File: src/rtl/uart_pkg.sv
// Shared definitions for the UART transmit path: frame constants, divisor
// width and the transmitter FSM state type.
// Build option: UART_TX_PARITY_EN adds a parity bit (11-bit frame) and the
// PARITY state. Without it the frame is 10 bits and PARITY does not exist.
package uart_pkg;

  localparam int UART_DATA_BITS = 8;
  localparam int UART_DIV_W     = 16;

  localparam logic UART_START_LEVEL = 1'b0;
  localparam logic UART_STOP_LEVEL  = 1'b1;

  // Index of the last data bit, used to leave the DATA state.
  localparam logic [2:0] UART_LAST_BIT = 3'(UART_DATA_BITS - 1);

`ifdef UART_TX_PARITY_EN
  localparam int UART_FRAME_BITS = 11;
  typedef enum logic [2:0] {
    IDLE,
    START,
    DATA,
    PARITY,
    STOP
  } uart_state_t;
`else
  localparam int UART_FRAME_BITS = 10;
  typedef enum logic [2:0] {
    IDLE,
    START,
    DATA,
    STOP
  } uart_state_t;
`endif

endpackage

File: src/rtl/uart_tx_fifo.sv
// Synchronous FIFO holding bytes waiting to be serialised.
// Writes while full and reads while empty are ignored. Read data is the
// current head entry (show-ahead), so a pop consumes the visible word.
module uart_tx_fifo #(
  parameter int DEPTH = 4,
  parameter int WIDTH = 8,
  localparam int AW   = $clog2(DEPTH)
) (
  input  logic             clk,
  input  logic             rst,
  input  logic             wr_en,
  input  logic [WIDTH-1:0] wr_data,
  input  logic             rd_en,
  output logic [WIDTH-1:0] rd_data,
  output logic             full,
  output logic             empty,
  output logic [AW:0]      count
);

  localparam logic [AW:0] FULL_CNT = (AW + 1)'(DEPTH);

  logic [WIDTH-1:0] mem [DEPTH];
  logic [AW-1:0]    wr_ptr;
  logic [AW-1:0]    rd_ptr;
  logic             push;
  logic             pop;

  // Flags come from the registered count, so they reflect pre-edge state.
  assign full    = (count == FULL_CNT);
  assign empty   = (count == '0);
  assign push    = wr_en && !full;
  assign pop     = rd_en && !empty;
  assign rd_data = mem[rd_ptr];

  // Storage array; contents need no reset because count gates visibility.
  always_ff @(posedge clk) begin
    if (push) begin
      mem[wr_ptr] <= wr_data;
    end
  end

  // Pointer and occupancy bookkeeping; pointers wrap as DEPTH is a power of two.
  always_ff @(posedge clk) begin
    if (rst) begin
      wr_ptr <= '0;
      rd_ptr <= '0;
      count  <= '0;
    end else begin
      if (push) wr_ptr <= wr_ptr + AW'(1);
      if (pop)  rd_ptr <= rd_ptr + AW'(1);
      case ({push, pop})
        2'b10:   count <= count + (AW + 1)'(1);
        2'b01:   count <= count - (AW + 1)'(1);
        default: count <= count;
      endcase
    end
  end

endmodule

File: src/rtl/uart_tx_engine.sv
// UART transmit engine: byte FIFO feeding a start/data/(parity)/stop
// serialiser with a programmable bit period of cfg_div+1 clocks.
// Build option: UART_TX_PARITY_EN adds cfg_parity_odd and a parity bit.
// The serial line is registered from the FSM's combinational line value,
// so the line trails the state by one clock. dbg_state exposes the FSM.
module uart_tx_engine
  import uart_pkg::*;
#(
  parameter int FIFO_DEPTH = 4
) (
  input  logic                  pclk,
  input  logic                  preset,
  input  logic                  tx_wr,
  input  logic [7:0]            tx_wdata,
  input  logic                  cfg_en,
  input  logic [UART_DIV_W-1:0] cfg_div,
`ifdef UART_TX_PARITY_EN
  input  logic                  cfg_parity_odd,
`endif
  output logic                  uart_tx,
  output logic                  tx_full,
  output logic                  tx_empty,
  output logic                  tx_busy,
  output logic                  ctrl_tif,
  output uart_state_t           dbg_state
);

  localparam int CW = $clog2(FIFO_DEPTH) + 1;

  uart_state_t               state;
  uart_state_t               state_next;
  logic [UART_DIV_W-1:0]     div_cnt;
  logic [UART_DIV_W-1:0]     div_next;
  logic [2:0]                bit_cnt;
  logic [2:0]                bit_next;
  logic [UART_DATA_BITS-1:0] shift_reg;
  logic [UART_DATA_BITS-1:0] shift_next;
  logic                      line_next;
  logic                      tif_next;
  logic                      pop;
  logic                      bit_done;
  logic                      fifo_has_data;
  logic [7:0]                fifo_rdata;
  logic [CW-1:0]             fifo_count;
`ifdef UART_TX_PARITY_EN
  logic                      par_bit;
`endif

  uart_tx_fifo #(
    .DEPTH (FIFO_DEPTH),
    .WIDTH (8)
  ) u_fifo (
    .clk     (pclk),
    .rst     (preset),
    .wr_en   (tx_wr),
    .wr_data (tx_wdata),
    .rd_en   (pop),
    .rd_data (fifo_rdata),
    .full    (tx_full),
    .empty   (tx_empty),
    .count   (fifo_count)
  );

  assign fifo_has_data = (fifo_count != '0);
  assign bit_done      = (div_cnt == '0);
  assign tx_busy       = (state != IDLE);
  assign dbg_state     = state;

  // Next-state, bit timing and line value; a pop always reloads the divisor.
  always_comb begin
    state_next = state;
    div_next   = div_cnt;
    bit_next   = bit_cnt;
    shift_next = shift_reg;
    line_next  = UART_STOP_LEVEL;
    tif_next   = 1'b0;
    pop        = 1'b0;
    case (state)
      IDLE: begin
        if (cfg_en && fifo_has_data) begin
          pop        = 1'b1;
          state_next = START;
          div_next   = cfg_div;
          bit_next   = '0;
          shift_next = fifo_rdata;
        end
      end
      START: begin
        line_next = UART_START_LEVEL;
        if (bit_done) begin
          state_next = DATA;
          div_next   = cfg_div;
        end else begin
          div_next = div_cnt - 1'b1;
        end
      end
      DATA: begin
        line_next = shift_reg[0];
        if (bit_done) begin
          div_next   = cfg_div;
          shift_next = shift_reg >> 1;
          bit_next   = bit_cnt + 3'd1;
          if (bit_cnt == UART_LAST_BIT) begin
`ifdef UART_TX_PARITY_EN
            state_next = PARITY;
`else
            state_next = STOP;
`endif
          end
        end else begin
          div_next = div_cnt - 1'b1;
        end
      end
`ifdef UART_TX_PARITY_EN
      PARITY: begin
        line_next = par_bit ^ cfg_parity_odd;
        if (bit_done) begin
          state_next = STOP;
          div_next   = cfg_div;
        end else begin
          div_next = div_cnt - 1'b1;
        end
      end
`endif
      STOP: begin
        line_next = UART_STOP_LEVEL;
        if (bit_done) begin
          if (cfg_en && fifo_has_data) begin
            pop        = 1'b1;
            state_next = START;
            div_next   = cfg_div;
            bit_next   = '0;
            shift_next = fifo_rdata;
          end else begin
            state_next = IDLE;
            tif_next   = !fifo_has_data;
          end
        end else begin
          div_next = div_cnt - 1'b1;
        end
      end
      default: state_next = IDLE;
    endcase
  end

  // State, counters, serial line and interrupt registers.
  always_ff @(posedge pclk) begin
    if (preset) begin
      state     <= IDLE;
      div_cnt   <= '0;
      bit_cnt   <= '0;
      shift_reg <= '0;
      uart_tx   <= UART_STOP_LEVEL;
      ctrl_tif  <= 1'b0;
    end else begin
      state     <= state_next;
      div_cnt   <= div_next;
      bit_cnt   <= bit_next;
      shift_reg <= shift_next;
      uart_tx   <= line_next;
      ctrl_tif  <= tif_next;
    end
  end

`ifdef UART_TX_PARITY_EN
  // Data-bit XOR captured when the byte is popped; sense is applied on output.
  always_ff @(posedge pclk) begin
    if (preset) begin
      par_bit <= 1'b0;
    end else if (pop) begin
      par_bit <= ^fifo_rdata;
    end
  end
`endif

endmodule
File: config.mk
export PLATFORM = sky130hd
export DESIGN_NAME = uart_tx_engine
export DESIGN_NICKNAME = d
export VERILOG_FILES = /design/src/rtl/uart_pkg.sv /design/src/rtl/uart_tx_fifo.sv /design/src/rtl/uart_tx_engine.sv
export SDC_FILE = /design/constraint.sdc
export NUM_CORES = 1
export LEC_CHECK = 0
export CAP_MARGIN = 5
export CORE_MARGIN = 2
export CORE_UTILIZATION = 57
export DETAILED_ROUTE_END_ITERATION = 8
export MAX_ROUTING_LAYER = met4
export PLACE_DENSITY = 0.86
export SYNTH_ARGS = -nofsm -noshare
export SYNTH_HDL_FRONTEND = slang
export SYNTH_HIERARCHICAL = 1
export SYNTH_SLANG_ARGS = --single-unit
export TNS_END_PERCENT = 50
File: constraint.sdc
create_clock -name pclk -period 4.3 [get_ports pclk]
set_input_delay 1.29 -clock pclk [delete_from_list [all_inputs] [get_ports pclk]]
set_output_delay 1.29 -clock pclk [all_outputs]
set_load 0.01 [all_outputs]
---- Word level (Yosys, flattened, before mapping) ----
Memories as Yosys holds them, arrays and structs flattened. A register that Yosys moved wholly into a read port is not among the register bits.
Index checks and enable logic that the tools add are counted.
storage, ports and cells
  flip-flop bits (word level) ............. 39
  bits in latches ......................... 0
  memory bits (writable) .................. 32
  bits in read-only memories .............. 0
  input port bits ......................... 28
  output and inout port bits .............. 8
  word-level logic and storage cells ...... 76
  memories ................................ 1
memories
  memory      depth  width  read ports  clocked after memory_dff  write ports  RTL line            RTL
  u_fifo.mem  4      8      1           1                         1            uart_tx_fifo.sv:22  logic [WIDTH-1:0] mem [DEPTH];
cells by class
  add/sub/neg operators ................... 6
  $mul .................................... 0
  divide/modulo/power cells ............... 0
  $lt $le $gt $ge ......................... 0
  eq/ne operators ......................... 12
  shift-type cells ........................ 0
  mux-type cells .......................... 28
  bitwise operators ....................... 2
  reductions and logical operators ........ 18
operator list
  kind                     number
  $mux W16                 3
  $pmux W16 S3             1
  $mux W3                  8
  $mux W8                  3
  $pmux W8 S3              1
  $logic_not A16 Y1        1
  $sub A16 B1 Y16 const B  1
  $pmux W3 S4              1
  $reduce_bool A3 Y1       4
  $ne A2 B2 Y1 const B     5
  $pmux W3 S3              1
  $add A3 B1 Y3 const B    2
  $eq A3 B2 Y1 const B     2
  $eq A3 B3 Y1 const B     2
  $logic_not A3 Y1         2
  $pmux W3 S2              1
  $mux W1                  5
  $reduce_and A5 Y1        1
  $add A2 B1 Y2 const B    2
  $mux W2                  2
  $pmux W1 S2              2
  $reduce_or A4 Y1         1
  $eq A3 B1 Y1 const B     1
  $logic_and A1 B1 Y1      3
  8 further kinds          11

---- Longest topological paths before layout ----
Gate-level depths: netlist of run 1.
  word-level depth ........................ 8
  depth in mapped cells ................... 15
  depth with buffers taken out ............ 13

---- By module ----
The synthesis of run 1 kept the hierarchy.
modules (own cells, without submodules)
  module          times used  cells an instance  area an instance (um^2)  seq. area each (um^2)
  uart_tx_engine  1           237                2048.2                   620.6
  uart_tx_fifo    1           96                 1630.3                   1141.1

---- Worst setup path before layout of run 1 ----
OpenSTA, ideal clock, no wires.
  path kind ............................... reg-to-reg
  start point ............................. register div_cnt[2]
  end point ............................... register u_fifo.count[2]
  library setup time ...................... 0.070 ns
  data arrival time ....................... 3.644 ns
  data required time ...................... 4.230 ns
  setup slack ............................. 0.586 ns
  stages on the path, launching flop included .. 14
  path buffers ............................ 1
  period minus slack after synthesis ...... 3.714 ns
  cell sequence ........................... dfxtp_1 or4_4 or4_4 o41a_1 buf_6 nor3_1 o31ai_1 inv_1 ha_1 inv_1 fa_1 xor2_1 or3_1 a21oi_1
between the ends
  cells in the longest elaborated chain, start to end .. 6
  elaborated cells between the ends (all ways) .. 8
  classes of those cells .................. eq/ne: 2; mux: 3; reduce/logical: 3
RTL lines
  element                                                   RTL line               RTL
  from (decl)                                               uart_tx_engine.sv:32   logic [UART_DIV_W-1:0] div_cnt;
  from (signal assigned)                                    uart_tx_engine.sv:157  div_cnt <= div_next;
  $logic_not A16 Y1 *                                       uart_tx_engine.sv:65   assign bit_done = (div_cnt == '0);
  $mux W1 *                                                 uart_tx_engine.sv:127  if (bit_done) begin
  $pmux W1 S2 *                                             uart_tx_engine.sv:78   case (state)
  named net pop                                             uart_tx_engine.sv:40   logic pop;
  $logic_and A1 B1 Y1 *                                     uart_tx_fifo.sv:32     assign pop = rd_en && !empty;
  named net u_fifo.pop                                      uart_tx_fifo.sv:26     logic pop;
  $eq A2 B1 Y1 / $eq A2 B2 Y1 (equally long branches)       uart_tx_fifo.sv:51     case ({push, pop})
  $pmux W3 S2 / $reduce_bool A2 Y1 (equally long branches)  n/a
  to (signal assigned)                                      uart_tx_fifo.sv:52     2'b10: count <= count + (AW + 1)'(1);
  to (signal assigned)                                      uart_tx_fifo.sv:53     2'b01: count <= count - (AW + 1)'(1);
  to (signal assigned)                                      uart_tx_fifo.sv:54     default: count <= count;
  to (decl)                                                 uart_tx_fifo.sv:17     output logic [AW:0] count
Mark *: on every way through the listed nets, which the timed path passes. The rest lies on a longest branch.
A chain may end at the register's enable or synchronous reset.

---- Worst setup path after layout of run 1 ----
  start point ............................. register div_cnt[10]
  end point ............................... register u_fifo.count[2]
Same word-level chain as after synthesis.

==> results of run 1 <==
[kinds of logic after synthesis]
| logic type | synth area share |
|---|---|
| XOR/XNOR | 0.0286 |
| multiplexers | 0.0925 |
| flip-flops | 0.479 |
| other | 0.00102 |
| AND/OR/NAND/NOR | 0.153 |
| AO/OA/AOI/OAI | 0.152 |
| adder cells (fa/ha/maj) | 0.0497 |
| buffers and inverters | 0.0439 |
[stage by stage]
step / cells / util
floorplan: 333 / -
global placement: 427 / 0.644
detailed placement: 427 / 0.644
CTS: 443 / 0.677
global route: 443 / 0.677
finish: 443 / 0.677
[synth_stat cells (8+ instances only)]
master    instances
clkbuf_1         10
nand2_1          12
a21oi_1          14
mux2i_1          16
nor4_1            8
mux4_2            8
edfxtp_1         32
nor2_1           30
a221o_1           8
inv_1            16
ha_1             13
dfxtp_1          40
[cell type report]
| class | count | area, µm² | share of cell area |
|---|---|---|---|
| clock inverters | 7 | 83.8 | 0.0197 |
| well taps | 77 | 96.3 | 0.0227 |
| clock buffers | 9 | 124 | 0.0291 |
| flip-flops and latches | 72 | 1760 | 0.414 |
| multi-input cells | 224 | 1760 | 0.413 |
| inverters | 16 | 60.1 | 0.0141 |
| repair buffers | 38 | 370 | 0.0871 |
[how the worst max path moves through the flow]
stage               cells after the start  slack (ns)                      endpoint
finish                                 12        0.57  u_fifo/count[2]$_SDFFE_PP0P_
global route                           12        0.31  u_fifo/count[2]$_SDFFE_PP0P_
CTS                                    12        0.56  u_fifo/count[2]$_SDFFE_PP0P_
detailed placement                     11        0.46  u_fifo/count[2]$_SDFFE_PP0P_
global placement                       11        0.58  u_fifo/count[2]$_SDFFE_PP0P_
floorplan                              13        0.59  u_fifo/count[2]$_SDFFE_PP0P_
[critical path, delay by kind of cell (launching register included)]
family          cells  cell delay (ns)
flops               1             0.38
fa+ha+maj           2             0.61
xor+xnor            1             0.16
buf+inv             2             0.15
compound gates      3             0.76
simple gates        4             1.60
[power groups by stage]
stage	Clock (mW)	Sequential [mW]	Combinational [mW]
after floorplan	0	0.926	1.07
after global placement	0	0.955	1.29
after detailed placement	0	0.963	1.33
after CTS	0.572	0.948	1.34
after global routing	0.593	0.969	1.50
final	0.564	0.949	1.36
[metal layers]
metal	track usage	part of all wire	vias up	routed length, µm
met4	0.120	0.020	0	157
met3	0.0433	0.051	13	390
met2	0.356	0.48	96	3710
li1	-	-	1320	-
met1	0.303	0.44	1338	3410
met5	-	0	-	0
==> summary.md, run 1 <==
| Metric | Value |
|---|---|
| Status | completed |
| Net Sw Frac | 0.409 |
| Post-route DRC | 0 |
| Pin count of the biggest net entering global routing | 38 |
| FFs w/ async S/R, synth | 0 |
| Most frequent cells in the layout | dfxtp_1, clkdlybuf4s50_1, edfxtp_1, nor2_1 |
| Die height | 84.3 µm |
| Clock tree buffer depth | 2 |
| Grt total ovfl | 0 |
| R2R depth | 12 |
| Max stage delay cell, worst path | or4_1 |
| Worst Hold Launch | shift_reg[7]$_SDFFE_PP0P_ |
| P per Cell Area | 676 nW/µm² |
| TNS Setup | 0 ns |
| Iteration-0 DRC Markers | 160 |
| Reg-to-reg startpoint | div_cnt[10]$_SDFFE_PP0P_ |
| Skew final | 0.00842 ns |
| Final hold viol count | 0 |
| Final setup vio count | 0 |
| Antenna Cells | 0 |
| Worst slack, placed | around 0.46 ns |
| Period utilization | 0.867 |
| First-pass GRT wire length | 12.6 mm |
| Post-synthesis sequential area ratio | 0.479 |
| Setup Buffers After CTS | 0 |
| Most Frequent Cell on Critical Path | inv_1 |
| Initial Util | 0.586 |
| Gr usage total | 0.234 |
| Tot Pwr | 2.87 mW |
| Power Internal | 1.70 mW |
| Final worst slack | 0.571 ns |
| Commonest non-fill, non-tap cell in the layout | dfxtp_1 |
| Horiz. Die Dim | 84.3 µm |
| Synthesized area per cell | 11.0 µm² |
| Final instance area | 4250 µm² |
| Detailed-router iteration count before antenna repair | 5 |
| CTS sink cnt | 72 |
| Worst-path clk slew | 0.08 ns |
| CTS Buf Count | 9 |
| CP endpoint kind | register |
| Synth area leader | edfxtp_1 |
| Cells resized by post-CTS repair | 0 |
| Pins Over Slew Limit | 0 |
| Worst EP required | 4.58 ns |
| Detailed Place HPWL | 5.40 mm |
| Syn Inst Count | 333 |
| Hold slack | roughly 0.45 ns |
| Yosys top cell area share | 0.261 |
| Syn. warnings | 6 |
| FF-to-FF setup slack | between 0.5 and 0.6 ns |
| Worst skew pair latency | 0.36 ns |
| Relative slew margins | 0.381 |
| FF-to-FF End | u_fifo/count[2]$_SDFFE_PP0P_ |
| Sw Pwr | 1.18 mW |
| Crit path max fanout | 8 |
| Number of port buffers | 34 |
| Synth Cell Area | 3680 µm² |
| Reg power frac | 0.330 |
| Leak | 1.50 nW |
| Area delta synth->final | 15.6% |
| Peak supply drop | between 400 and 500 µV |
| Final WL | 7.67 mm |
| Distinct cells, synth | 61 |
| Ys flop type | dfxtp_1 |
| Layout cells sized above 1 | 0.115 |
| Max-cap violations | 0 |
| Clock tree from TritonCTS | yes |
| Vias | 2767 |
| Core area | 6280 µm² |
| CP Launch Point | div_cnt[10]$_SDFFE_PP0P_ |
| H-Tree Depth | 3 |
| Max reg flops | 32 |
| Final min period | 3.73 ns |
| Hold Path Stages | 2 |
| RD Place Congestion | 0.931 |
| Actual slew at the worst max-slew pin | 0.920 ns |
| I/O pin total | 36 |
| Die ar. | 7110 µm² |
| DP Area | around 4000 µm² |
| Post-synth EDFFs | 32 |
| Synthesis-stage register bit count | 72 |
| Row count | 29 |
| Worst hold endpoint | shift_reg[7]$_SDFFE_PP0P_ |
| Filler cell count | 491 |
| Initial antenna violation count | 0 |
| WP data arrival | approximately 4 ns |
| Drt via density | ~6.2 |
| Slowest cell delay on critical path | 0.61 ns |
| Synth area leaders | edfxtp_1, dfxtp_1, mux4_2 |
| HP Class | register to register |
| Critical path cell sequence | or4_1 -> or4_4 -> o41a_1 -> nor3_1 -> o31ai_1 -> inv_1 -> ha_1 -> inv_1 -> fa_1 -> xor2_1 -> or3_1 -> a21oi_1 |
| DR WL/cell | 17.3 µm |
| RSZ-0062 raised after global routing | no |
| Post-CTS Hold Buffers | 0 |
| Clock network fraction of total power | 0.196 |
| Number of global-route vias before repair | around 2600 |
| Final net count | 403 |
| Comb power frac | 0.474 |
| Root buf cell | clkbuf_8 |
| CP startpoint kind | register |
| Fmax | 268 MHz |
| Post-synthesis net count | 375 |
| Critical path class | register to register |
| Routed Antenna Nets | 0 |
Power figures use the tool's default switching activity.
==> run 2: changes to the inputs <==
- GPL_TIMING_DRIVEN: not set -> 0
- PLACE_DENSITY: 0.86 -> 0.8
==> run 2 against run 1 <==
Compared with the run above: final area grew 1.8%; hold slack gained 0.0048 ns; non-clock buffer count grew 18; first-iteration DRC count grew 110%; sequential power shrank 1%; clock power is essentially flat; fmax shrank 8.2%; power grew 1.3%; global-route usage grew 0.52 points; via count grew 2.4%; largest cell class unchanged.
==> summary.md, run 2 (same netlist as run 1, synthesis figures left out) <==
| Metric | Value |
|---|---|
| Status | completed |
| Gr usage total | 0.240 (+0.00517) |
| Max reg flops | 32 (unchanged) |
| Reg area | 1760 µm² (unchanged) |
| Critical path class | register to register |
| Root buf cell | clkbuf_8 |
| Vias | 2833 (+2.4%) |
| R2R depth | 13 (+1) |
| Post-layout util | 0.689 (+0.0122) |
| Leak | 1.53 nW (+2.1%) |
| RD Place Congestion | 0.879 (-5.5%) |
| Worst skew pair latency | 0.35 ns (about the same) |
| CP startpoint kind | register |
| Initial Util | 0.586 (unchanged) |
| Post-CTS Hold Buffers | 0 (unchanged) |
| Post-route DRC | 0 (unchanged) |
| Number of port buffers | 34 (unchanged) |
| Layout cells sized above 1 | 0.117 (+0.00243) |
| Grt total ovfl | 0 (unchanged) |
| I/O pin total | 36 (unchanged) |
| Final net count | 421 (+4.5%) |
| Skew final | 0.00839 ns (-0.0000364 ns) |
| CTS sink cnt | 72 (unchanged) |
| Die ar. | 7110 µm² (unchanged) |
| Row count | 29 (unchanged) |
| Pin count of the biggest net entering global routing | 16 (-58%) |
| TNS Setup | 0 ns (unchanged) |
| H-Tree Depth | 3 (unchanged) |
| Drt via density | 6.15 (-1.6%) |
| Final hold viol count | 0 (unchanged) |
| Commonest non-fill, non-tap cell in the layout | dfxtp_1 |
| Reg-to-reg startpoint | div_cnt[2]$_SDFFE_PP0P_ |
| Final WL | 7.83 mm (+2.1%) |
| Actual slew at the worst max-slew pin | 0.979 ns (+0.0589 ns) |
| DR WL/cell | 17.0 µm (-1.9%) |
| CP endpoint kind | register |
| Horiz. Die Dim | 84.3 µm (unchanged) |
| Routed Antenna Nets | 0 (unchanged) |
| Crit path max fanout | 10 (+2) |
| Multi-input combinational cell area | 1760 µm² (unchanged) |
| Core area | 6280 µm² (unchanged) |
| Area delta synth->final | 17.7% |
| Iteration-0 DRC Markers | 334 (+110%) |
| Max-cap violations | 0 (unchanged) |
| Cells resized by post-CTS repair | 0 (unchanged) |
| Relative slew margins | 0.342 (-0.0396) |
| Worst EP required | 4.58 ns (about the same) |
| Number of global-route vias before repair | 2700 (+3.7%) |
| Clock tree from TritonCTS | yes |
| Pins Over Slew Limit | 0 (unchanged) |
| Period utilization | 0.945 (+0.0777) |
| Detailed-router iteration count before antenna repair | 6 (+1) |
| Setup Buffers After CTS | 0 (unchanged) |
| First-pass GRT wire length | 13.2 mm (+4.3%) |
| Final min period | 4.06 ns (+0.334 ns) |
| WP data arrival | 4.34 ns (+0.33 ns) |
| P per Cell Area | 673 nW/µm² (-0.48%) |
| HP Class | register to register |
| Clock tree buffer depth | 2 (unchanged) |
| Peak supply drop | 414 µV (-12%) |
| Worst Hold Launch | shift_reg[7]$_SDFFE_PP0P_ |
| Worst-path clk slew | 0.08 ns (about the same) |
| Final setup vio count | 0 (unchanged) |
| Worst hold endpoint | shift_reg[7]$_SDFFE_PP0P_ |
| CP Launch Point | div_cnt[2]$_SDFFE_PP0P_ |
| Hold Path Stages | 2 (unchanged) |
| Die height | 84.3 µm (unchanged) |
| FF-to-FF End | u_fifo/count[2]$_SDFFE_PP0P_ |
| Detailed Place HPWL | 5.62 mm (+4.0%) |
| Antenna Cells | 0 (unchanged) |
| FF-to-FF setup slack | 0.24 ns (-0.33 ns) |
| Fmax | 246 MHz (-8.2%) |
| CTS Buf Count | 9 (unchanged) |
| RSZ-0062 raised after global routing | no |
| Most frequent cells in the layout | dfxtp_1, clkdlybuf4s50_1, edfxtp_1, nor2_1 |
| Initial antenna violation count | 0 (unchanged) |
| Filler cell count | 469 (-4.5%) |
[run 2: cell count changes in the layout (fill, tap and decap cells not counted)]
| cell | before | now |
|---|---|---|
| clkbuf_1 | 0 | 10 |
| buf_1 | 0 | 5 |
| buf_2 | 0 | 4 |
| buf_4 | 4 | 1 |
| buf_6 | 0 | 2 |
[run 2: layout make-up]
class | instances | area share
well taps | 77 | 0.0223
clock inverters | 7 | 0.0194
repair buffers | 35 | 0.0798
clock buffers | 9 | 0.0286
flip-flops and latches | 72 | 0.407
multi-input cells | 224 | 0.406
plain buffers | 21 | 0.0234
inverters | 16 | 0.0139
[run 2: worst max path at each step]
stage	to	slack (ns)	depth (start not counted)
final	u_fifo/count[2]$_SDFFE_PP0P_	0.24	13
after global routing	u_fifo/count[2]$_SDFFE_PP0P_	0.06	13
after CTS	u_fifo/count[2]$_SDFFE_PP0P_	0.26	13
after detailed placement	u_fifo/count[2]$_SDFFE_PP0P_	0.29	13
after global placement	u_fifo/count[2]$_SDFFE_PP0P_	0.38	13
after floorplan	u_fifo/count[2]$_SDFFE_PP0P_	0.59	13
[run 2: routing by layer]
metal	wire [µm]	vias up	GRT usage
met2	3710	113	0.370
met3	480	15	0.0344
met1	3500	1349	0.322
met5	0	-	-
met4	140	0	0.0938
li1	-	1356	-
[run 2: per-stage QoR]
stage | cells | setup slack (ns) | power, mW | cell area (µm²) | hold slack [ns]
6_report | 461 | 0.237 | 2.91 | 4330 | 0.460
5_1_grt | 461 | 0.0623 | 3.11 | 4330 | 0.494
3_5_place_dp | 444 | 0.289 | 2.32 | 4120 | 0.453
2_1_floorplan | 333 | 0.586 | 1.99 | 3680 | 0.432
3_3_place_gp | 444 | 0.379 | 2.28 | 4120 | 0.453
4_1_cts | 460 | 0.257 | 2.89 | 4320 | 0.464
[run 2: critical path, cell delays in order (launching register included)]
cell and delay, ns:
dfxtp_1 0.38, or4_4 0.59, or4_4 0.50, o41a_1 0.50, buf_6 0.19, nor3_1 0.29
o31ai_1 0.17, inv_1 0.09, ha_1 0.18, inv_1 0.07, fa_1 0.43, xor2_1 0.16
or3_1 0.30, a21oi_1 0.14
[run 2: power by group]
group          switching [mW]  leakage [nW]  internal [mW]
sequential              0.109         0.620          0.827
combinational           0.804         0.808          0.609
clock                   0.283         0.103          0.279
==> run 3: changes to the inputs <==
- CORE_UTILIZATION: 57 -> 45
- PLACE_DENSITY: 0.8 -> 0.65
- TNS_END_PERCENT: 50 -> 20
==> run 3 against run 2 <==
Compared with the run above: first-iteration DRC count decreased by 60%; global-route usage down 4.3 points; core utilization down 13 points; die area up 25%; sequential power barely moved; via count shrank 4.7%; final area increased by 0.32%; register-to-register slack better by 0.09 ns; combinational power barely moved; largest cell class unchanged.
==> summary.md, run 3 (same netlist as run 1, synthesis figures left out) <==
| Metric | Value |
|---|---|
| RD Place Congestion | 0.853 (-3.0%) |
| Filler cell count | 684 (+46%) |
| Final worst slack | 0.323 ns (+0.0859 ns) |
| Final hold viol count | 0 (unchanged) |
| Gr usage total | 0.196 (-0.0432) |
| Routed Antenna Nets | 0 (unchanged) |
| Final min period | 3.98 ns (-0.0859 ns) |
| DP Area | 4150 µm² (+0.76%) |
| Placed cells | 469 (+5.6%) |
| Iteration-0 DRC Markers | 135 (-60%) |
| Sw Pwr | 1.17 mW (-2.6%) |
| Reg area | 1760 µm² (unchanged) |
| Max reg flops | 32 (unchanged) |
| Tot Pwr | 2.87 mW (-1.5%) |
| Setup Buffers After CTS | 0 (unchanged) |
| DR WL/cell | 16.1 µm (-5.3%) |
| Worst-path clk slew | 0.08 ns (about the same) |
| Peak supply drop | 303 µV (-27%) |
| Worst skew pair latency | 0.35 ns (about the same) |
| Cells resized by post-CTS repair | 0 (unchanged) |
| Reg power frac | 0.327 (+0.005) |
| Final instance area | 4340 µm² (+0.32%) |
| Final net count | 420 (-0.24%) |
| Reg-to-reg startpoint | div_cnt[10]$_SDFFE_PP0P_ |
| WP data arrival | 4.26 ns (-0.08 ns) |
| Commonest non-fill, non-tap cell in the layout | dfxtp_1 |
| Pin count of the biggest net entering global routing | 14 (-2) |
| Comb power frac | 0.487 (+0.002) |
| Die height | 94.4 µm (+12%) |
| Core area | 7810 µm² (+24%) |
| Layout cells sized above 1 | 0.112 (-0.00492) |
| P per Cell Area | 660 nW/µm² (-1.9%) |
| Initial Util | 0.471 (-0.115) |
| Detailed Place HPWL | 5.66 mm (+0.69%) |
| Row count | 32 (+10%) |
| Fmax | 251 MHz (+2.2%) |
| Clock tree from TritonCTS | yes |
| Clock network fraction of total power | 0.186 (-0.007) |
| Drt via density | 5.57 (-9.4%) |
| Detailed-router iteration count before antenna repair | 4 (-2) |
| First-pass GRT wire length | 12.9 mm (-2.2%) |
| Post-route DRC | 0 (unchanged) |
| Most frequent cells in the layout | dfxtp_1, clkdlybuf4s50_1, edfxtp_1, nor2_1 |
| I/O pin total | 36 (unchanged) |
| Worst slack, placed | 0.320 ns (+0.0306 ns) |
| CTS sink cnt | 72 (unchanged) |
| CP startpoint kind | register |
| Skew final | 0.0126 ns (+0.00420 ns) |
| H-Tree Depth | 3 (unchanged) |
| Final setup vio count | 0 (unchanged) |
| Post-layout util | 0.556 (-0.133) |
| FF-to-FF setup slack | 0.32 ns (+0.09 ns) |
| Number of global-route vias before repair | 2578 (-4.5%) |
| Clock tree buffer depth | 2 (unchanged) |
| Antenna Cells | 0 (unchanged) |
| Leak | 1.52 nW (-0.82%) |
| Relative slew margins | 0.191 (-0.151) |
| R2R depth | 13 (unchanged) |
| Die ar. | 8910 µm² (+25%) |
| Max-cap violations | 0 (unchanged) |
| Worst hold endpoint | shift_reg[7]$_SDFFE_PP0P_ |
| Critical path class | register to register |
| Vias | 2700 (-4.7%) |
| HP Class | register to register |
| Worst EP required | 4.58 ns (about the same) |
| Post-route insts no fill | 485 (+5.2%) |
| Period utilization | 0.925 (-0.0200) |
| CP endpoint kind | register |
| FF-to-FF End | u_fifo/count[2]$_SDFFE_PP0P_ |
| Power Internal | 1.70 mW (-0.83%) |
| Grt total ovfl | 0 (unchanged) |
| Area delta synth->final | 18.0% |
| Net Sw Frac | 0.407 (-0.00431) |
| Number of port buffers | 34 (unchanged) |
| Root buf cell | clkbuf_8 |
| Initial antenna violation count | 0 (unchanged) |
| CTS Buf Count | 9 (unchanged) |
| TNS Setup | 0 ns (unchanged) |
| Final WL | 7.80 mm (-0.33%) |
| Crit path max fanout | 10 (unchanged) |
| Post-CTS Hold Buffers | 0 (unchanged) |
| Status | completed |
| Hold Path Stages | 2 (unchanged) |
| Actual slew at the worst max-slew pin | 1.20 ns (+0.224 ns) |
| Hold slack | 0.469 ns (+0.00940 ns) |
| Horiz. Die Dim | 94.4 µm (+12%) |
| Pins Over Slew Limit | 0 (unchanged) |
| Worst Hold Launch | shift_reg[7]$_SDFFE_PP0P_ |
| RSZ-0062 raised after global routing | no |
| Multi-input combinational cell area | 1760 µm² (unchanged) |
-- run 3: layout make-up --
type,count,share of cell area
clock inverters,6,0.0156
well taps,102,0.0294
flip-flops and latches,72,0.406
multi-input cells,224,0.404
plain buffers,21,0.0233
inverters,16,0.0138
repair buffers,34,0.0784
clock buffers,10,0.0294
-- run 3: worst max path at each step --
stage,start,to,slack [ns],cells after the start
5_1_grt,div_cnt[2]$_SDFFE_PP0P_,u_fifo/count[2]$_SDFFE_PP0P_,0.08,13
3_3_place_gp,div_cnt[2]$_SDFFE_PP0P_,u_fifo/count[2]$_SDFFE_PP0P_,0.36,13
6_report,div_cnt[10]$_SDFFE_PP0P_,u_fifo/count[2]$_SDFFE_PP0P_,0.32,13
2_1_floorplan,div_cnt[2]$_SDFFE_PP0P_,u_fifo/count[2]$_SDFFE_PP0P_,0.59,13
4_1_cts,div_cnt[2]$_SDFFE_PP0P_,u_fifo/count[2]$_SDFFE_PP0P_,0.32,13
3_5_place_dp,div_cnt[2]$_SDFFE_PP0P_,u_fifo/count[2]$_SDFFE_PP0P_,0.32,13
-- run 3: worst max-delay path, stage by stage, from the launching register on --
cell	delay [ns]
dfxtp_1	0.38
or4_1	0.62
or4_4	0.45
o41a_1	0.51
buf_6	0.19
nor3_1	0.24
o31ai_1	0.16
inv_1	0.08
ha_1	0.18
inv_1	0.07
fa_1	0.43
xor2_1	0.16
or3_1	0.30
a21oi_1	0.14
-- run 3: power by group through the flow --
stage	logic, mW	clock network (mW)	registers [mW]
5_1_grt	1.55	0.577	0.955
3_3_place_gp	1.36	0	0.945
6_report	1.40	0.534	0.937
3_5_place_dp	1.38	0	0.951
2_1_floorplan	1.07	0	0.926
4_1_cts	1.39	0.551	0.936
-- run 3: routing by layer --
| layer | routed length (µm) | share of wire | vias up | global-route usage |
|---|---|---|---|---|
| li1 | - | - | 1346 | - |
| met1 | 3620 | 0.46 | 1283 | 0.263 |
| met2 | 3700 | 0.47 | 65 | 0.295 |
| met3 | 413 | 0.053 | 6 | 0.0567 |
| met4 | 74 | 0.0095 | 0 | 0.0519 |
| met5 | 0 | 0 | - | - |
==> patch 1 (settings of run 1) <==
Build with the macro `UART_TX_PARITY_EN` defined.
--- a/src/rtl/uart_pkg.sv
+++ b/src/rtl/uart_pkg.sv
@@ -2,6 +2,8 @@
 // width and the transmitter FSM state type.
 // Build option: UART_TX_PARITY_EN adds a parity bit (11-bit frame) and the
 // PARITY state. Without it the frame is 10 bits and PARITY does not exist.
+`define UART_TX_PARITY_EN
+
 package uart_pkg;
 
   localparam int UART_DATA_BITS = 8;
Ports: changed (added cfg_parity_odd); port bits go from 36 to 37. The function was not compared with the original's and may differ.
==> patch 1 against run 1 <==
- clock power up 1%
- design area up 1.6%
- synthesized area up 1.8%
- routed wire length up 5.5%
- via count up 8.9%
- combinational power down 3%
- sequential cell count up 2
- setup slack worse by 13 ps
- final cell count up 6.5%
- power up 1.1%
- synthesized cell count up 6.9%
==> patch 1: results (changes against run 1) <==
[drt]
wl_met2_mm=4.00  ; +7.9%
routed_wl_mm=8.09  ; +5.5%
viasPerCell=6.38  ; +2.2%
first_pass_iters=5  ; unchanged
drt-initial-drc-count=316  ; +98%
met1_length_mm=3.29  ; -3.5%
dr_wl_met3_um=524  ; +34%

[grt]
grt_usage=0.246  ; +0.0117
grt_pass1_wl_mm=13.6  ; +7.4%
grt_pass1_vias=2902  ; +11%
grt_max_degree=37  ; -2.6%
antenna_found_initial=0  ; unchanged

[final_layout]
largest_reg_flops=32  ; unchanged
layout-drive-gt1-share=0.109  ; -0.00589
nets=429  ; +6.5%

[timing]
tightest_slew_ps=996  ; +76.1 ps
timing.setup.tns_ps=0  ; unchanged
clock_skew_ps=12.1  ; +3.66 ps

[hold_path]
hold_depth=2  ; unchanged
hp-start=bit_cnt[2]$_SDFFE_PP0P_

[synth]
synth.distinct_cells=60  ; -1.6%
synthAdderAreaFrac=0.0354  ; -0.0143
synth_compound_area_frac=0.158  ; +0.00561
synth_area_leaders=edfxtp_1 (26%), dfxtp_1 (22%), mux4_2 (4.8%)
synthesis.nets=395  ; +5.3%
synth_edf_count=32  ; unchanged
synth-seq-area-share=0.481  ; +0.00205
yosys_most_used_dff=dfxtp_1
synth_top_area_share=0.257  ; -0.00471
synth_xor_area_frac=0.0304  ; +0.00182
synth.top_cells.by_count=dfxtp_1 (42), nor2_1 (34), edfxtp_1 (32)
synthMuxAreaShare=0.0752  ; -0.0174

[setup_path]
crit_start=cfg_en
max_stage_delay_ps=480  ; -130 ps
reg2reg_slack_ps=1020  ; +450 ps
cp_max_fo=4  ; -4
cp_slowest_cell=clkdlybuf4s50_1
r2r-start=div_cnt[0]$_SDFFE_PP0P_
worstPathArrival_ps=4040  ; +30 ps
r2r.worst_path.cells=14  ; +2

[cts]
root_buffer=clkbuf_8

[place]
hpwlAfterDp_mm=5.57  ; +3.1%
place_congestion=0.868  ; -6.8%
port_buffers=36  ; +5.9%

[pwr]
cellLeakagePower_uw=0.00152  ; +1.8%
internal-power_uw=1680  ; -0.79%
max-vdd-ir-drop_uv=491  ; +3.9%

[outcome]
status=finished clean

patch 1: cell types whose count changed in the layout (fill, tap and decap cells not counted), sizes merged, moves of 7 or more:
| cell | delta |
|---|---|
| mux2i | -7 |
| nand3 | +7 |
| a31oi | +7 |
| nor3 | +11 |
| o21ai | +19 |
patch 1: area by class of cell:
class                   instances  area (um^2)
fillers                       473         2030
flip-flops and latches         74         1800
multi-input cells             249         1760
repair buffers                 40          390
clock buffers                   9          124
well taps                      77         96.3
clock inverters                 7         83.8
inverters                      16         60.1
patch 1: worst max-delay path: cells and delay by family:
kind,cells,cell delay (ps)
adder cells (fa/ha/maj),2,610
AO/OA/AOI/OAI,4,800
buffers and inverters,4,770
AND/OR/NAND/NOR,2,410
XOR/XNOR,1,160
patch 1: through the flow:
stage	hold slack [ps]	cells	setup WS [ps]	util	instance area, um^2
CTS	489	472	564	0.680	4320
finish	490	472	558	0.680	4320
global placement	461	456	321	0.648	4110
floorplan	447	356	799	-	3750
detailed placement	471	456	180	0.648	4110
global route	520	472	381	0.680	4320
patch 1: metal layers:
metal  vias up  global-route usage
li1       1416                   -
met5         -                   -
met3        31              0.0496
met4         0               0.136
met1      1438               0.297
met2       128               0.388
patch 1: cells by family (layout without fill, tap and decap cells):
group / count (synthesis) / after routing
AO/OA/AOI/OAI: 86 / 86
XOR/XNOR: 13 / 13
adder cells (fa/ha/maj): 10 / 10
buffers and inverters: 33 / 72
flip-flops: 74 / 74
multiplexers: 18 / 18
AND/OR/NAND/NOR: 122 / 122
patch 1: final timing paths:
path | to
setup / recovery | u_fifo/count[2]$_SDFFE_PP0P_
hold / removal | bit_cnt[2]$_SDFFE_PP0P_
setup reg to reg | u_fifo/count[2]$_SDFFE_PP0P_
hold reg to reg | bit_cnt[2]$_SDFFE_PP0P_
patch 1: power groups by stage:
stage | Combinational [uW] | Clock [uW] | Sequential, uW
global route | 1460 | 604 | 1040
CTS | 1300 | 575 | 1010
detailed placement | 1290 | 0 | 1030
floorplan | 1040 | 0 | 972
global placement | 1250 | 0 | 1020
finish | 1320 | 571 | 1020
==> patch 2 (flow settings as in run 1) <==
Without the edit above. Take the reset off `shift_reg` and load it in a clocked block of its own.
--- a/src/rtl/uart_tx_engine.sv
+++ b/src/rtl/uart_tx_engine.sv
@@ -149,17 +149,19 @@
       state     <= IDLE;
       div_cnt   <= '0;
       bit_cnt   <= '0;
-      shift_reg <= '0;
       uart_tx   <= UART_STOP_LEVEL;
       ctrl_tif  <= 1'b0;
     end else begin
       state     <= state_next;
       div_cnt   <= div_next;
       bit_cnt   <= bit_next;
-      shift_reg <= shift_next;
       uart_tx   <= line_next;
       ctrl_tif  <= tif_next;
     end
+  end
+
+  always_ff @(posedge pclk) begin
+    shift_reg <= shift_next;
   end
 
 `ifdef UART_TX_PARITY_EN
Formal check against the unedited RTL: no difference found for any inputs over 10 cycles, from zero or initial values and one cycle with preset high; that may be too few to reach the edited logic, so the function may still have changed.
==> patch 2 against run 1 <==
- sequential share of layout area is 0.56 points higher
- global-route usage is 1.1 points higher
- design area is 3.1% higher
- synthesized area is 3.0% higher
- sequential cell count stayed put
- setup slack better by 220 ps
- power is 2.4% higher
- routed wire length is 3.7% higher
- critical path type is now input port to flip-flop
- critical endpoint unchanged
- largest cell class unchanged
- largest power group unchanged
- highest routed layer unchanged
==> patch 2: results (changes against run 1) <==
[final_layout]
sh_seq_area=0.420  ; +0.00561
buf_share=0.0879  ; +0.000765
n_fill_cell=457  ; -6.9%
layout-drive-gt1-share=0.116  ; +0.00123
nClkBuffers=9  ; unchanged
multi_input_gates=241  ; +7.6%
nets=426  ; +5.7%
signal_buffers=40  ; +5.3%
final-clk-cell-share=0.0476  ; -0.00121
antenna_cells=0  ; unchanged
multi_input_area_share=0.406  ; -0.00661
num-nonclk-inverters=19  ; +3

[synth]
synth-seq-area-share=0.486  ; +0.00706
synth_edf_count=40  ; +25%
yosysWarnings=6  ; unchanged
synth_area_leaders=edfxtp_1 (32%), dfxtp_1 (17%), mux4_2 (4.8%)
synth.distinct_cells=63  ; +3.3%
synthesis.nets=395  ; +5.3%
synth.top_cells.by_count=edfxtp_1 (40), nand2_1 (36), dfxtp_1 (32)
yosys_most_used_dff=edfxtp_1
async_flop_share=0  ; unchanged

[cts]
clock-sinks=72  ; unchanged
post_cts_resized=0  ; unchanged
cts_setup_buffers=0  ; unchanged
clk_pin_slew_ps=80  ; about the same

[grt]
grt_util_met3=0.0587  ; +0.0154
grt_usage=0.245  ; +0.0110
grt_max_degree=27  ; -29%
grt_pass1_wl_mm=13.6  ; +8.1%
grt_use_met2=0.407  ; +0.0513
grt_pass1_vias=2912  ; +12%
use_met1=0.292  ; -0.0102

[pwr]
cellLeakagePower_uw=0.00157  ; +4.4%
power_frac_clock=0.193  ; -0.003
powerDensity_mw_per_mm2=671  ; -0.70%
internal-power_uw=1730  ; +1.8%
max-vdd-ir-drop_uv=497  ; +5.3%
powerComb_uw=1390

[place]
port_buffers=34  ; unchanged
hpwlAfterDp_mm=5.53  ; +2.4%
place_congestion=0.933  ; +0.18%

[hold_path]
hold_path_class=flip-flop to flip-flop

[setup_path]
worstPathArrival_ps=3800  ; -210 ps
cp_max_fo=7  ; -1
reg2reg_slack_ps=800  ; +230 ps

[timing]
tightest_slew_ps=870  ; -50.0 ps
hold_slack_ps=464  ; +8.72 ps
clock_skew_ps=5.52  ; -2.91 ps

[drt]
wl_per_cell_um=17.1  ; -1.3%
drt-initial-drc-count=244  ; +53%
first_pass_iters=4  ; -1
dr_wl_met3_um=463  ; +19%
dr_total_vias=2857  ; +3.3%
met1_length_mm=3.24  ; -5.0%
wl_met2_mm=4.09  ; +10%

[outcome]
status=finished clean

patch 2: cell types whose count changed in the layout (fill, tap and decap cells not counted), moves of 4 or more:
cell and delta:
edfxtp_1 +8, a2bb2oi_1 +4, a211oi_1 -5, a21oi_1 +7, o21ai_1 +5, nor2_1 -11
a221o_1 -8, dfxtp_1 -8, o21ai_0 +16, nand2_1 +24, nand3_1 -5
patch 2: stage by stage:
step | cell area (um^2) | instances | setup WS (ps) | utilization
final | 4390 | 465 | 789 | 0.687
after global routing | 4390 | 465 | 370 | 0.687
after CTS | 4390 | 465 | 795 | 0.687
after detailed placement | 4180 | 449 | 427 | 0.654
after global placement | 4180 | 449 | 557 | 0.654
after floorplan | 3790 | 352 | 1170 | -
patch 2: kinds of logic (layout without fill, tap and decap cells):
family,Yosys count,after routing,synth area share
AOI/OAI and AO/OA,80,80,0.137
xor gates and xnor gates,11,11,0.0254
adders and majority gates,15,15,0.0515
buffers and inverters,39,75,0.0439
DFF,72,72,0.486
muxes,23,23,0.0875
other,1,1,0.000989
and+or+nand+nor,111,111,0.168
patch 2: path summary, 6_finish.rpt:
kind,start,endpoint,cells past startpoint
setup / recovery,cfg_en,u_fifo/count[2]$_SDFFE_PP0P_,11
hold / removal,bit_cnt[2]$_SDFFE_PP0P_,bit_cnt[2]$_SDFFE_PP0P_,2
setup reg to reg,div_cnt[0]$_SDFFE_PP0P_,u_fifo/count[2]$_SDFFE_PP0P_,15
hold reg to reg,bit_cnt[2]$_SDFFE_PP0P_,bit_cnt[2]$_SDFFE_PP0P_,2
patch 2: critical path, cell delays in order:
cell,delay [ps]
clkdlybuf4s50_1,480
o31ai_1,180
nor3_1,310
o31ai_1,170
inv_1,90
ha_1,180
inv_1,70
fa_1,430
xor2_1,160
or3_1,300
a21oi_1,140
